<file path="src/rtl/multicycle_sequencer_if.sv">
// Memory handshake bundle between the multicycle sequencer and the shared
// instruction/data memory.
interface multicycle_sequencer_if;
  logic imem_req;
  logic imem_ready;
  logic dmem_req;
  logic dmem_we;
  logic dmem_ready;

  // Sequencer side: raises requests, receives ready.
  modport master (
    output imem_req,
    output dmem_req,
    output dmem_we,
    input  imem_ready,
    input  dmem_ready
  );

  // Memory side: observes requests, answers with ready.
  modport slave (
    input  imem_req,
    input  dmem_req,
    input  dmem_we,
    output imem_ready,
    output dmem_ready
  );
endinterface

</file>
<file path="src/rtl/multicycle_sequencer.sv">
// Multi-cycle RV32I sequencer: walks each instruction through
// FETCH/DECODE/EXEC/MEM/WB over one shared memory port, with wait states,
// a bus timeout trap and a halt request honoured at instruction boundaries.
module multicycle_sequencer #(
  parameter int unsigned TIMEOUT = 255,
  parameter int unsigned CNT_W   = 8
) (
  input  logic                          clk,
  input  logic                          rst,
  multicycle_sequencer_if.master        bus,
  output logic                          ir_write,
  input  logic                          dec_mem_read,
  input  logic                          dec_mem_write,
  input  logic                          dec_reg_write,
  input  logic                          dec_branch,
  input  logic                          dec_jump,
  input  logic                          branch_taken,
  input  logic                          halt_req,
  output logic                          rf_we,
  output logic                          pc_write,
  output logic                          pc_sel,
  output logic                          halted,
  output logic                          bus_error,
  output logic [2:0]                    state,
  output logic [31:0]                   instret
);

  typedef enum logic [2:0] {
    FETCH  = 3'd0,
    DECODE = 3'd1,
    EXEC   = 3'd2,
    MEM    = 3'd3,
    WB     = 3'd4,
    HALT   = 3'd5
  } state_t;

  // Wait-counter value seen in the last permitted un-acknowledged cycle.
  localparam logic [CNT_W-1:0] TO_LAST = CNT_W'((TIMEOUT == 0) ? 0 : TIMEOUT - 1);

  state_t           state_q;
  state_t           state_d;
  logic [CNT_W-1:0] wait_cnt;
  logic [CNT_W-1:0] wait_cnt_d;
  logic             complete;
  logic             set_err;
  logic             timed_out;
  logic             imem_req_c;
  logic             dmem_req_c;
  logic             dmem_we_c;

  assign timed_out = (TIMEOUT != 0) && (wait_cnt == TO_LAST);

  // State, wait counter, retired count and sticky bus error registers.
  always_ff @(posedge clk) begin
    if (rst) begin
      state_q   <= FETCH;
      wait_cnt  <= '0;
      instret   <= '0;
      bus_error <= 1'b0;
    end else begin
      state_q  <= state_d;
      wait_cnt <= wait_cnt_d;
      if (complete) begin
        instret <= instret + 32'd1;
      end
      if (set_err) begin
        bus_error <= 1'b1;
      end
    end
  end

  // Next-state decode plus per-phase strobes; the counter defaults to zero so
  // any entry into FETCH or MEM, and any ready, starts the wait count afresh.
  always_comb begin
    state_d    = state_q;
    wait_cnt_d = '0;
    complete   = 1'b0;
    set_err    = 1'b0;
    ir_write   = 1'b0;
    rf_we      = 1'b0;
    pc_write   = 1'b0;
    pc_sel     = 1'b0;
    imem_req_c = 1'b0;
    dmem_req_c = 1'b0;
    dmem_we_c  = 1'b0;

    case (state_q)
      FETCH: begin
        imem_req_c = 1'b1;
        if (bus.imem_ready) begin
          ir_write = 1'b1;
          state_d  = DECODE;
        end else if (timed_out) begin
          state_d = HALT;
          set_err = 1'b1;
        end else begin
          state_d    = FETCH;
          wait_cnt_d = wait_cnt + CNT_W'(1);
        end
      end

      DECODE: begin
        state_d = EXEC;
      end

      EXEC: begin
        if (dec_mem_read || dec_mem_write) begin
          state_d = MEM;
        end else if (dec_reg_write) begin
          state_d = WB;
        end else begin
          complete = 1'b1;
        end
      end

      MEM: begin
        dmem_req_c = 1'b1;
        dmem_we_c  = dec_mem_write & ~dec_mem_read;
        if (bus.dmem_ready) begin
          if (dec_mem_read) begin
            state_d = WB;
          end else begin
            complete = 1'b1;
          end
        end else if (timed_out) begin
          state_d = HALT;
          set_err = 1'b1;
        end else begin
          state_d    = MEM;
          wait_cnt_d = wait_cnt + CNT_W'(1);
        end
      end

      WB: begin
        rf_we    = 1'b1;
        complete = 1'b1;
      end

      HALT: begin
        if (!halt_req && !bus_error) begin
          state_d = FETCH;
        end
      end

      default: begin
        state_d = FETCH;
      end
    endcase

    // Shared completion path for EXEC, MEM and WB exits.
    if (complete) begin
      pc_write = 1'b1;
      pc_sel   = dec_jump | (dec_branch & branch_taken);
      state_d  = halt_req ? HALT : FETCH;
    end

    // Nothing leaves the sequencer while reset is held, even mid-instruction.
    if (rst) begin
      ir_write   = 1'b0;
      rf_we      = 1'b0;
      pc_write   = 1'b0;
      pc_sel     = 1'b0;
      imem_req_c = 1'b0;
      dmem_req_c = 1'b0;
      dmem_we_c  = 1'b0;
    end
  end

  assign bus.imem_req = imem_req_c;
  assign bus.dmem_req = dmem_req_c;
  assign bus.dmem_we  = dmem_we_c;
  assign halted       = (state_q == HALT);
  assign state        = state_q;

endmodule

</file>
<file path="src/flat_wrapper.sv">
// flat-port wrapper written by rule: the top's interface ports become plain ports
module multicycle_sequencer_flat 
#(
  parameter int unsigned TIMEOUT = 255,
  parameter int unsigned CNT_W   = 8
)
  (clk, rst, ir_write, dec_mem_read, dec_mem_write, dec_reg_write, dec_branch, dec_jump, branch_taken, halt_req, rf_we, pc_write, pc_sel, halted, bus_error, state, instret, bus_imem_req, bus_dmem_req, bus_dmem_we, bus_imem_ready, bus_dmem_ready);
  multicycle_sequencer_if bus_i ();
  input  logic clk;
  input  logic rst;
  output logic ir_write;
  input  logic dec_mem_read;
  input  logic dec_mem_write;
  input  logic dec_reg_write;
  input  logic dec_branch;
  input  logic dec_jump;
  input  logic branch_taken;
  input  logic halt_req;
  output logic rf_we;
  output logic pc_write;
  output logic pc_sel;
  output logic halted;
  output logic bus_error;
  output logic [2:0] state;
  output logic [31:0] instret;
  output wire logic [$bits(bus_i.imem_req)-1:0] bus_imem_req;
  output wire logic [$bits(bus_i.dmem_req)-1:0] bus_dmem_req;
  output wire logic [$bits(bus_i.dmem_we)-1:0] bus_dmem_we;
  input wire logic [$bits(bus_i.imem_ready)-1:0] bus_imem_ready;
  input wire logic [$bits(bus_i.dmem_ready)-1:0] bus_dmem_ready;
  assign bus_imem_req = bus_i.imem_req;
  assign bus_dmem_req = bus_i.dmem_req;
  assign bus_dmem_we = bus_i.dmem_we;
  assign bus_i.imem_ready = bus_imem_ready;
  assign bus_i.dmem_ready = bus_dmem_ready;
  multicycle_sequencer #(.TIMEOUT(TIMEOUT), .CNT_W(CNT_W)) u_core (.clk(clk), .rst(rst), .bus(bus_i), .ir_write(ir_write), .dec_mem_read(dec_mem_read), .dec_mem_write(dec_mem_write), .dec_reg_write(dec_reg_write), .dec_branch(dec_branch), .dec_jump(dec_jump), .branch_taken(branch_taken), .halt_req(halt_req), .rf_we(rf_we), .pc_write(pc_write), .pc_sel(pc_sel), .halted(halted), .bus_error(bus_error), .state(state), .instret(instret));
endmodule
</file>
<file path="config.mk">
export PLATFORM = sky130hd
export DESIGN_NAME = multicycle_sequencer_flat
export DESIGN_NICKNAME = d
export VERILOG_FILES = /design/src/rtl/multicycle_sequencer_if.sv /design/src/rtl/multicycle_sequencer.sv /design/src/flat_wrapper.sv
export SDC_FILE = /design/constraint.sdc
export NUM_CORES = 1
export LEC_CHECK = 0
export CAP_MARGIN = 10
export CORE_MARGIN = 3
export CORE_UTILIZATION = 53
export DETAILED_ROUTE_END_ITERATION = 10
export PLACE_DENSITY_LB_ADDON = 0.12
export SLEW_MARGIN = 20
export SYNTH_ARGS = -nofsm -noshare
export SYNTH_HDL_FRONTEND = slang
export SYNTH_SLANG_ARGS = --single-unit
</file>
<file path="constraint.sdc">
create_clock -name clk -period 4.75 [get_ports clk]
set_clock_uncertainty 0.2 [all_clocks]
set_input_delay 0.7125 -clock clk [delete_from_list [all_inputs] [get_ports clk]]
set_output_delay 0.7125 -clock clk [all_outputs]
set_load 0.02 [all_outputs]
</file>
==> metrics.csv <==
metric,value,unit
Post-Syn Area,2241,µm²
Yosys reg bits,44,
Resized cells post-CTS,0,
Setup WS pre-CTS,0.9895,ns
Setup crit start,dec_mem_read,
slowest CP cell,clkdlybuf4s50_1,
DRT antenna net count,0,
Reg area,880.8,µm²
reg2reg setup slack,1.97,ns
Tot GR Track Use,0.2068,
Setup WS post-layout,0.9575,ns
max-cap violations,0,
HPWL Detailed,3641,µm
worst setup path end,pc_sel,
Ports,55,
Max Slew Vio Count,0,
Mapped Nets,289,
ant diodes,0,
Yosys cell types,37,
first-pass GRT wire length,8611,µm
Hold WS,0.2981,ns
Placed Instances,367,
routability cong.,0.8435,
"Area growth, synth to finish",29.93,%
pin count of the biggest net entering global routing,33,
wire length per cell,13.63,µm
fillers,331,
Detailed Route Iter0 Violations,137,
fin crit share,0.7984,
clk slew on worst S/H paths,0.08,ns
hold_buf cts,0,
first-pass detailed-route iteration total,4,
"Clk Latency, worst-skew pair",0.29,ns
# setup viols final,0,
cell repeated most along the worst path,clkdlybuf4s50_1,
die area,5045,µm²
CTS tree,done,
critical path's top delay family,buffers and inverters,
Synth Warn #,0,
Synth Instances,275,
final setup TNS,0,ns
endpoint of the worst register-to-register path,u_core.instret[31],
worst r2r path cells,5,
Crit. End Element,output pin,
Crit path depth,6,
final hold violations,0,
cts bufs inserted,5,
WP data required,3.84,ns
CTS root buffer,clkbuf_8,
Worst Tran Pin Value,0.7781,ns
worst rel slew slack,0.4790,
vias per cell,5.835,
vias post-DR,2188,
P_leak,0.9151,nW
CTS H-tree depth,2,
sequential cell area fraction in the yosys report,0.3931,
"slowest stage delay, CP",0.63,ns
final core occ,0.7227,
DIE HEIGHT,71.03,µm
core area,4029,µm²
NumNets Final,338,
Starting Density,0.5562,
Non-Filler Instances,375,
FF-to-FF Start,u_core.state[0],
std cell rows,23,
HP Class,flop to flop,
outcome,"complete, no violations",
number of buffers and inverters on the critical path,2,
share of cells above drive strength 1,0.04308,
Post-CTS Setup Bufs,0,
CP Launch Type,input port,
fmax,263.7,MHz
Crit Path Max Fanout,14,
Power Density,254.4,nW/µm²
clock tree buffer depth,2,
drt drc,0,
fin crit period,3.793,ns
initial antenna violation count,0,
aggregate global routing overflow,0,
cell chain of the critical path,clkdlybuf4s50_1 -> nand2b_1 -> o21ai_2 -> nor2_1 -> nor3_1 -> clkdlybuf4s50_1,
chip width,71.03,µm
CP Class,input port to output pin,
Mapped Avg Cell Area,8.149,µm²
vias in the first global route,1922,
clock net sink count,44,
multi-input logic area,1279,µm²
Critical Path AT,2.88,ns
Worst VDD drop,0.2260,mV
Post-Route WL,5112,µm
RSZ-0062 raised after global routing,no,
# port buffers,54,
==> synth_stat cells <==
cell type | instances | share of area
o21ai_1 | 2 | 0.0045
nor3_1 | 4 | 0.0089
nor4b_4 | 1 | 0.011
or3_1 | 9 | 0.025
o2111ai_1 | 4 | 0.016
dfxtp_1 | 44 | 0.39
inv_1 | 7 | 0.012
o211ai_1 | 6 | 0.020
and4_1 | 3 | 0.012
mux2_2 | 2 | 0.010
o22ai_1 | 1 | 0.0028
xor2_1 | 15 | 0.059
nand2_1 | 14 | 0.023
nand4_1 | 8 | 0.022
buf_1 | 1 | 0.0017
nor2b_1 | 2 | 0.0056
and3_1 | 2 | 0.0056
or3b_1 | 1 | 0.0039
and2_1 | 6 | 0.017
o21ai_0 | 12 | 0.027
o32ai_1 | 1 | 0.0039
buf_2 | 2 | 0.0045
xnor2_1 | 2 | 0.0078
clkbuf_1 | 11 | 0.018
a211o_1 | 1 | 0.0039
nor2_1 | 35 | 0.059
o21ai_2 | 1 | 0.0039
a21oi_1 | 24 | 0.054
or2_2 | 1 | 0.0028
o31ai_1 | 12 | 0.040
or4_1 | 13 | 0.044
nand2b_1 | 3 | 0.0084
ha_1 | 3 | 0.017
nor4_1 | 3 | 0.0084
nor4b_1 | 1 | 0.0039
nand3b_1 | 2 | 0.0067
nand3_1 | 16 | 0.036
==> cells by family (layout without fill, tap and decap cells) <==
logic type	Yosys count	after routing	share of synthesized area
buffers and inverters	21	71	0.03629
adders and majority gates	3	3	0.01675
and+or+nand+nor	124	124	0.3021
muxes	2	2	0.01005
AOI/OAI and AO/OA	64	64	0.1753
xor gates and xnor gates	17	17	0.06645
DFF	44	44	0.3931
==> power by group <==
| part | switching [W] | internal [W] | total, W |
|---|---|---|---|
| Clock | 0.000126 | 0.000156 | 0.000282 |
| Combinational | 0.0000386 | 0.0000327 | 0.0000713 |
| Sequential | 0.0000138 | 0.000374 | 0.000388 |
| Total | 0.000178 | 0.000563 | 0.000741 |
==> cell type report <==
| class | instances | area share |
|---|---|---|
| Clock inverter | 2 | 0.01203 |
| Multi-Input combinational cell | 210 | 0.4392 |
| Inverter | 7 | 0.009025 |
| Sequential cell | 44 | 0.3025 |
| Clock buffer | 6 | 0.02492 |
| Tap cell | 50 | 0.02149 |
| Timing Repair Buffer | 56 | 0.1908 |
==> state kept, by name, indices dropped and copies added (netlist names) <==
name / flops
u_core.state: 3
u_core.bus_error: 1
u_core.instret: 32
u_core.wait_cnt: 8
==> worst reg2reg max path: stages, from the launching register on <==
cell and delay, ns:
dfxtp_1 0.65, nand3b_1 0.25, o21ai_2 0.51, o21ai_1 0.35
nor4_1 0.37, mux2_2 0.36
==> per-stage QoR <==
step / area (µm²) / total power, W
floorplan: 2241 / 0.0004357
global placement: 2804 / 0.0004664
detailed placement: 2804 / 0.0004674
CTS: 2912 / 0.0007440
global route: 2912 / 0.0007699
finish: 2912 / 0.0007406
==> cell usage in the layout, fill, tap and decap left out, drive strengths merged, types with 3 or more instances in the layout <==
| cell | count |
|---|---|
| and2 | 6 |
| dfxtp | 44 |
| xor2 | 15 |
| inv | 7 |
| nand2b | 3 |
| nor2 | 35 |
| o211ai | 6 |
| nor4 | 3 |
| and4 | 3 |
| nand4 | 8 |
| clkbuf | 6 |
| ha | 3 |
| nand3 | 16 |
| a21oi | 24 |
| nor3 | 4 |
| nand2 | 14 |
| o21ai | 15 |
| o31ai | 12 |
| clkdlybuf4s50 | 54 |
| or3 | 9 |
| o2111ai | 4 |
| or4 | 13 |
==> per-layer routing <==
metal,wire length (µm),share of wire,GRT usage
met1,2279,0.45,0.2577
met2,2472,0.48,0.3491
met3,286,0.056,0.05114
met4,74,0.014,0.06889
met5,0,0,0
==> worst min-delay path by stage <==
stage / cells past startpoint / slack (ns) / end / startpoint
floorplan: 1 / 0.25 / u_core.wait_cnt[0] / u_core.wait_cnt[0]
detailed placement: 1 / 0.28 / u_core.wait_cnt[0] / u_core.wait_cnt[0]
finish: 2 / 0.30 / u_core.instret[27] / u_core.instret[27]
global placement: 2 / 0.28 / u_core.instret[25] / u_core.instret[25]
CTS: 2 / 0.30 / u_core.instret[27] / u_core.instret[27]
global route: 2 / 0.33 / u_core.instret[25] / u_core.instret[25]
No activity file was read; power rests on OpenSTA's default activity.
